===== src/rtl/keypad_entry_sequencer.sv =====
// Keypad entry sequencer: buffers six digits and replays them to a lock controller
// as three digit-pair strobes followed by a judge strobe.
module keypad_entry_sequencer #(
  parameter logic [23:0] TIMEOUT_CYCLES = 24'd5_000_000
) (
  input  logic       clk,
  input  logic       clr_n,
  input  logic       key_valid,
  input  logic [3:0] key_code,
  output logic [3:0] inA,
  output logic [3:0] inB,
  output logic       a0,
  output logic       a1,
  output logic       load_stb,
  output logic [2:0] digit_count,
  output logic       busy,
  output logic       entry_err,
  output logic       timeout
);

  typedef enum logic [2:0] {
    COLLECT = 3'd0,
    EMIT0   = 3'd1,
    EMIT1   = 3'd2,
    EMIT2   = 3'd3,
    JUDGE   = 3'd4
  } state_t;

  localparam logic [3:0] KEY_BACK  = 4'hA;
  localparam logic [3:0] KEY_ENTER = 4'hB;
  localparam logic [3:0] KEY_CLEAR = 4'hC;

  state_t      state_q, state_d;
  logic [2:0]  count_q, count_d;
  logic [23:0] timer_q, timer_d;
  logic [3:0]  slot_q [6];
  logic [3:0]  slot_d [6];
  logic [3:0]  inA_q, inA_d;
  logic [3:0]  inB_q, inB_d;
  logic [1:0]  stage_q, stage_d;
  logic        load_q, load_d;
  logic        busy_q, busy_d;
  logic        err_q, err_d;
  logic        to_q, to_d;
  logic        timeoutHit;

  // Timeout only fires on a quiet cycle with a partial entry; any key wins the tie.
  assign timeoutHit = (state_q == COLLECT) && !key_valid && (count_q != 3'd0) &&
                      (timer_q == TIMEOUT_CYCLES - 24'd1);

  // Outputs are computed for the state being entered, so they appear registered
  // in the same cycle the FSM occupies that state.
  always_comb begin
    state_d = state_q;
    count_d = count_q;
    slot_d  = slot_q;
    inA_d   = inA_q;
    inB_d   = inB_q;
    stage_d = stage_q;
    load_d  = 1'b0;
    busy_d  = 1'b0;
    err_d   = 1'b0;
    to_d    = 1'b0;

    case (state_q)
      COLLECT: begin
        if (key_valid) begin
          if (key_code <= 4'd9) begin
            if (count_q < 3'd6) begin
              slot_d[count_q] = key_code;
              count_d         = count_q + 3'd1;
            end else begin
              err_d = 1'b1;
            end
          end else if (key_code == KEY_BACK) begin
            if (count_q != 3'd0) count_d = count_q - 3'd1;
            else                 err_d   = 1'b1;
          end else if (key_code == KEY_ENTER) begin
            if (count_q == 3'd6) begin
              state_d = EMIT0;
              stage_d = 2'b00;
              inA_d   = slot_q[0];
              inB_d   = slot_q[1];
              load_d  = 1'b1;
              busy_d  = 1'b1;
            end else begin
              err_d = 1'b1;
            end
          end else if (key_code == KEY_CLEAR) begin
            count_d = 3'd0;
          end
        end else if (timeoutHit) begin
          count_d = 3'd0;
          to_d    = 1'b1;
        end
      end
      EMIT0: begin
        state_d = EMIT1;
        stage_d = 2'b01;
        inA_d   = slot_q[2];
        inB_d   = slot_q[3];
        load_d  = 1'b1;
        busy_d  = 1'b1;
      end
      EMIT1: begin
        state_d = EMIT2;
        stage_d = 2'b10;
        inA_d   = slot_q[4];
        inB_d   = slot_q[5];
        load_d  = 1'b1;
        busy_d  = 1'b1;
      end
      EMIT2: begin
        state_d = JUDGE;
        stage_d = 2'b11;
        inA_d   = 4'd0;
        inB_d   = 4'd0;
        load_d  = 1'b1;
        busy_d  = 1'b1;
      end
      JUDGE: begin
        state_d = COLLECT;
        count_d = 3'd0;
      end
      default: begin
        state_d = COLLECT;
        count_d = 3'd0;
      end
    endcase

    if (key_valid || (count_q == 3'd0) || (state_q != COLLECT) || timeoutHit)
      timer_d = 24'd0;
    else
      timer_d = timer_q + 24'd1;
  end

  always_ff @(posedge clk or negedge clr_n) begin
    if (!clr_n) begin
      state_q <= COLLECT;
      count_q <= 3'd0;
      timer_q <= 24'd0;
      for (int i = 0; i < 6; i++) slot_q[i] <= 4'd0;
      inA_q   <= 4'd0;
      inB_q   <= 4'd0;
      stage_q <= 2'b00;
      load_q  <= 1'b0;
      busy_q  <= 1'b0;
      err_q   <= 1'b0;
      to_q    <= 1'b0;
    end else begin
      state_q <= state_d;
      count_q <= count_d;
      timer_q <= timer_d;
      for (int i = 0; i < 6; i++) slot_q[i] <= slot_d[i];
      inA_q   <= inA_d;
      inB_q   <= inB_d;
      stage_q <= stage_d;
      load_q  <= load_d;
      busy_q  <= busy_d;
      err_q   <= err_d;
      to_q    <= to_d;
    end
  end

  assign inA         = inA_q;
  assign inB         = inB_q;
  assign a0          = stage_q[0];
  assign a1          = stage_q[1];
  assign load_stb    = load_q;
  assign digit_count = count_q;
  assign busy        = busy_q;
  assign entry_err   = err_q;
  assign timeout     = to_q;

endmodule


===== config.mk =====
export PLATFORM = sky130hd
export DESIGN_NAME = keypad_entry_sequencer
export DESIGN_NICKNAME = d
export VERILOG_FILES = /design/src/rtl/keypad_entry_sequencer.sv
export SDC_FILE = /design/constraint.sdc
export NUM_CORES = 1
export LEC_CHECK = 0
export CORE_AREA = 4 4 97 99
export CTS_BUF_LIST = sky130_fd_sc_hd__clkbuf_16
export CTS_CLUSTER_DIAMETER = 30
export CTS_CLUSTER_SIZE = 28
export DETAILED_ROUTE_END_ITERATION = 10
export DIE_AREA = 0 0 101 103
export PLACE_DENSITY = 0.54
export SLEW_MARGIN = 20
export SYNTH_ARGS = -nofsm -noshare
export SYNTH_HDL_FRONTEND = slang
export SYNTH_SLANG_ARGS = --single-unit

===== constraint.sdc =====
create_clock -name clk -period 3.3 [get_ports clk]
set_clock_uncertainty 0.15 [all_clocks]
set_input_delay 0.495 -clock clk [delete_from_list [all_inputs] [get_ports clk]]
set_output_delay 0.495 -clock clk [all_outputs]
set_load 0.05 [all_outputs]

-- Yosys cells after proc, flatten, opt, wreduce, memory -nomap -nowiden
Cells that the tools add are included.
- flip-flop bits (word level): 67
- latch bits: 0
- memory bits (writable): 0
- ROM bits: 0
- output and inout bits: 17
- logic and storage cells: 114
- memories kept: 0
- $add $sub $neg: 3
- multipliers: 0
- div/mod/pow operators: 0
- order comparisons: 4
- equality and inequality tests: 18
- shift-type cells: 0
- muxes and demuxes: 54
- bitwise gates (word level): 2
- reductions and logical operators: 18
- operators with widths (operator ; count):
    two-way mux 4 bit ; 11
    two-way mux 3 bit ; 13
    case mux 4 bit (4 select lines) ; 2
    adder 24 x 1 -> 24 bit (second input constant) ; 1
    bitwise mux 24 bit ; 1
    == test 24 x 23 -> 1 bit (second input constant) ; 1
    two-way mux 24 bit ; 1
    two-way mux 1 bit ; 16
    demux 4 bit (select 3 bit) ; 1
    == test 4 bit (second input constant) ; 3
    case mux 3 bit (4 select lines) ; 1
    AND reduction 6 bit ; 2
    two-way mux 2 bit ; 5
    case mux 2 bit (4 select lines) ; 1
    == test 3 x 2 -> 1 bit (second input constant) ; 2
    logical NOT 3 bit ; 2
    inequality test 2 bit (second input constant) ; 3
    case mux 3 bit (2 select lines) ; 1
    nonzero test 3 bit ; 2
    inequality test 5 x 2 -> 1 bit (second input constant) ; 1
    inequality test 5 x 4 -> 1 bit (second input constant) ; 1
    inequality test 5 bit (second input constant) ; 1
    AND reduction 5 bit ; 1
    >= comparator 4 bit (second input constant) ; 1
    19 further kinds ; 25

-- Depth between registers and ports, before layout
- depth in word-level cells: 7
- mapped depth: 8

-- Worst setup path before layout
OpenSTA, ideal clock, no wires.
- path kind: register to register
- start point: register count_q[0] (netlist: digit_count[0])
- end point: register inA_q[0] (netlist: inA[0])
- library setup time: 0.078 ns
- arrival: 2.313 ns
- required time: 3.072 ns
- slack: 0.759 ns
- stages on the path, launching flop included: 9
- buffers on the path: 1
- cells stage by stage: dfrtp_1 inv_1 ha_1 nand3_1 or4b_2 a21oi_1 clkbuf_1 nor2_1 a21oi_1
- longest elaborated chain between the ends: 3
- ends and longest elaborated chain (what ; RTL line ; source):
    start: declaration ; 34 ; logic [2:0] count_q, count_d;
    start signal: assignment ; 152 ; count_q <= count_d;
    == test 3 bit ; 79 ; if (count_q == 3'd6) begin
    inequality test 2 x 1 -> 1 bit (no source line) ; -- ;
    AND reduction 6 bit (no source line) ; -- ;
    end signal: assignment ; 155 ; inA_q <= inA_d;
    end: declaration ; 38 ; logic [3:0] inA_q, inA_d;
No other way between the ends.
A chain may end at the register's enable or synchronous reset.

-- Final worst setup path
- start point: input key_valid
- end point: register slot_q[8] (netlist bit)
- longest elaborated chain between the ends: 1
- ends and longest elaborated chain (what ; RTL line ; source):
    start: declaration ; 8 ; input logic key_valid,
    AND reduction 4 bit (no source line) ; -- ;
    end: declaration ; 36 ; logic [3:0] slot_q [6];
No other way between the ends.

==> metrics.md <==
| Metric | Value |
|---|---|
| Die Area | 10400 sq um |
| Aggregate global-route resource usage | 0.150 |
| Layout cells sized above 1 | 0.144 |
| FFs w/ async S/R, synth | 1.00 |
| Max Fclk | 385 MHz |
| Crit path largest cell delay | 0.57 ns |
| DRT Pass-1 Iters | 5 |
| Mapped Avg Cell Area | 10.3 sq um |
| Reg clk slew, reported paths | 0.05 ns |
| Cells along the critical path | clkdlybuf4s50_1 > or4b_4 > nand2b_4 > or4_1 > mux2_4 |
| TritonCTS Buffers | 9 |
| Die W | 101 microns |
| Data required, critical path | 3.35 ns |
| DR WL/cell | 15.4 microns |
| Hold-critical path depth | 1 |
| Crit-path slowest cell | or4_1 |
| Area grow syn2layout | 18.3% |
| Top FF cell, synth | dfrtp_1 |
| Finished Layout Cells | 463 |
| Synth Instances | 324 |
| Synth Net Count | 336 |
| Placer Congestion | 0.797 |
| Worst Hold Slack | 0.355 ns |
| # port buffers | 23 |
| Post-CTS sizing | 0 |
| Clock tree buffer depth | 2 |
| Worst R2R Path Depth | 6 |
| Number of flops mapped to enable cells by yosys | 0 |
| Initial antenna violation count | 0 |
| Critical Path AT | 2.65 ns |
| Multi-input gate area | 1500 sq um |
| Reg-to-reg startpoint | timer_q[0] |
| Slew @ Worst Pin | 0.991 ns |
| RSZ-0062 raised after global routing | false |
| CP max FO | 7 |
| Slew Viols, Final | 0 |
| Minimum clock period after layout | 2.60 ns |
| Register Area | 1680 sq um |
| Largest net degree at the start of global routing | 31 |
| Worst skew pair latency | 0.32 ns |
| Critical path class | input port to flop |
| Hold Path Sink | slot_q[12] |
| Vias in the first global route | 2325 |
| Routed Antenna Nets | 0 |
| Die height | 103 microns |
| Hold Crit Class | flop to flop |
| #FFs+latches synth | 67 |
| Grt ovf | 0 |
| Startpoint Class | input port |
| Max H-tree Level | 3 |
| Leakage | 1.70 nW |
| Routed vias/inst | 5.12 |
| Number of remaining DRC errors | 0 |
| Nets@finish | 363 |
| Setup-failing EPs final | 0 |
| I/O pin cnt | 24 |
| Clock Root Buffer | clkbuf_16 |
| Fill cells | 803 |
| Min-delay src | slot_q[12] |
| Synth Cell Area | 3340 sq um |
| Dpl hpwl | 5.00 mm |
| Setup TNS | 0 ns |
| CTS tree | yes |
| PD cells | 847 nW/um^2 |
| Yosys cell types | 47 |
| Buf/Inv on CP | 1 |
| Rows | 34 |
| # clock sinks | 67 |
| DR iter-0 viols | 160 |
| Crit path max-delay family | simple AND/OR/NAND/NOR gates |
| Starting Density | 0.391 |
| First-pass GRT wire length | 12.2 mm |
| R2R Path End | digit_count[2] |
| Period utilization | 0.788 |
| Status | completed |
| Cts hold-fix bufs | 1 |
| Slew margin rel. | 0.334 |
| Vias post-DR | 2370 |
| Total power | 3.35 mW |
| Yosys warning count | 0 |
| Setup slack, reg-to-reg | 0.77 ns |
| Placed cells | 447 |
| Worst VDD drop | 0.314 mV |
| Max Cap Viol | 0 |
| Antenna cell count | 0 |
| CP Capture Type | flop |
| Routed WL | 7.13 mm |
| Buffer count from post-CTS setup fixing | 0 |
| Register area share after synthesis | 0.502 |
| Core area | 8550 sq um |
| Final hold violation count | 0 |
## routing by layer
metal | GRT usage | wire (microns) | vias up
li1 | - | - | 1180
met1 | 0.203 | 3480 | 1142
met2 | 0.236 | 3290 | 37
met3 | 0.0291 | 223 | 11
met4 | 0.0624 | 138 | 0
met5 | 0 | 0 | -
## cells by family (layout without fill, tap and decap cells)
logic type      after synthesis  after routing  share of synthesized area
simple gates                123            123                      0.190
flops                        67             67                      0.502
compound gates               46             46                     0.0906
buf+inv                      37             68                     0.0479
xor+xnor                     23             23                     0.0603
mux                          23             23                     0.0903
fa+ha+maj                     5              5                     0.0187
## power breakdown
group / switching, mW / leakage, nW / internal (mW)
clock: 0.315 / 0.129 / 0.489
combinational: 0.818 / 0.685 / 0.511
sequential: 0.165 / 0.885 / 1.05
total: 1.30 / 1.70 / 2.05
## cells in the final DEF, fill, tap and decap left out, types with 2 or more instances in the layout
cell type,Yosys,layout
dfrtp_1,67,67
nor2_1,44,44
nand2_1,24,24
clkdlybuf4s50_1,0,22
inv_1,18,19
xnor2_1,16,16
a21oi_1,14,14
o21ai_0,13,13
mux2_4,12,12
nand3_1,11,11
buf_4,2,11
nor3_1,9,9
clkbuf_16,0,9
mux2_2,8,8
a222oi_1,8,8
xor2_1,7,7
and3_1,5,5
nand4_1,5,5
ha_1,5,5
nor4_1,4,4
or4_1,3,3
nor2b_1,3,3
clkinv_1,0,3
nand2b_1,2,2
nor3b_1,2,2
or4b_4,2,2
o21a_1,2,2
a211o_1,2,2
mux2i_1,2,2
clkinv_2,0,2
## worst max-delay path by stage
| stage | from | to | cells after the start |
|---|---|---|---|
| floorplan | digit_count[0] | inA[0] | 8 |
| global placement | key_valid | slot_q[11] | 5 |
| detailed placement | key_valid | slot_q[18] | 5 |
| CTS | key_valid | slot_q[18] | 5 |
| global route | digit_count[0] | inA[2] | 8 |
| finish | key_valid | slot_q[8] | 5 |
## cell usage after synthesis (2+ instances only)
cell type   n  area (sq um)
inv_1      18          67.6
xor2_1      7          61.3
and3_1      5          31.3
o21ai_0    13          65.1
a211o_1     2          17.5
a21oi_1    14          70.1
nor4_1      4          25.0
buf_4       2          15.0
o21a_1      2          15.0
nand4_1     5          31.3
nand2_1    24          90.1
nor3_1      9          45.0
or4_1       3          22.5
nor3b_1     2          15.0
mux2_4     12           180
nand2b_1    2          12.5
clkbuf_1   11          41.3
a222oi_1    8          80.1
nor2b_1     3          18.8
buf_2       4          20.0
xnor2_1    16           140
or4b_4      2          27.5
nor2_1     44           165
nand3_1    11          55.1
dfrtp_1    67          1680
mux2_2      8          90.1
mux2i_1     2          20.0
ha_1        5          62.6
## worst register-to-register path: cells and delay by family (launching register included)
kind / cells / cell delay, ns
fa+ha+maj: 1 / 0.27
compound gates: 1 / 0.33
simple gates: 3 / 0.94
flops: 1 / 0.40
mux: 1 / 0.32
## stage by stage
step	utilization	area (sq um)	setup slack [ns]
global route	0.462	3950	0.592
detailed placement	0.432	3690	0.366
CTS	0.462	3950	0.699
global placement	0.432	3690	0.398
floorplan	-	3340	0.759
finish	0.462	3950	0.701
## layout make-up
cell class                      instances  share of cell area
Clock buffer                            9              0.0570
Clock inverter                          6             0.00633
Timing Repair Buffer                   35              0.0804
Sequential cell                        67               0.424
Inverter                               18              0.0171
Tap cell                              108              0.0342
Multi-Input combinational cell        220               0.381
## registers in the layout, indices dropped and copies added, names as in the netlist
name / flops
inB: 4
state_q: 3
entry_err: 1
slot_q: 24
busy: 1
timer_q: 24
inA: 4
digit_count: 3
stage_q: 2
timeout: 1
Note: power is estimated with default switching activity, not from simulation.
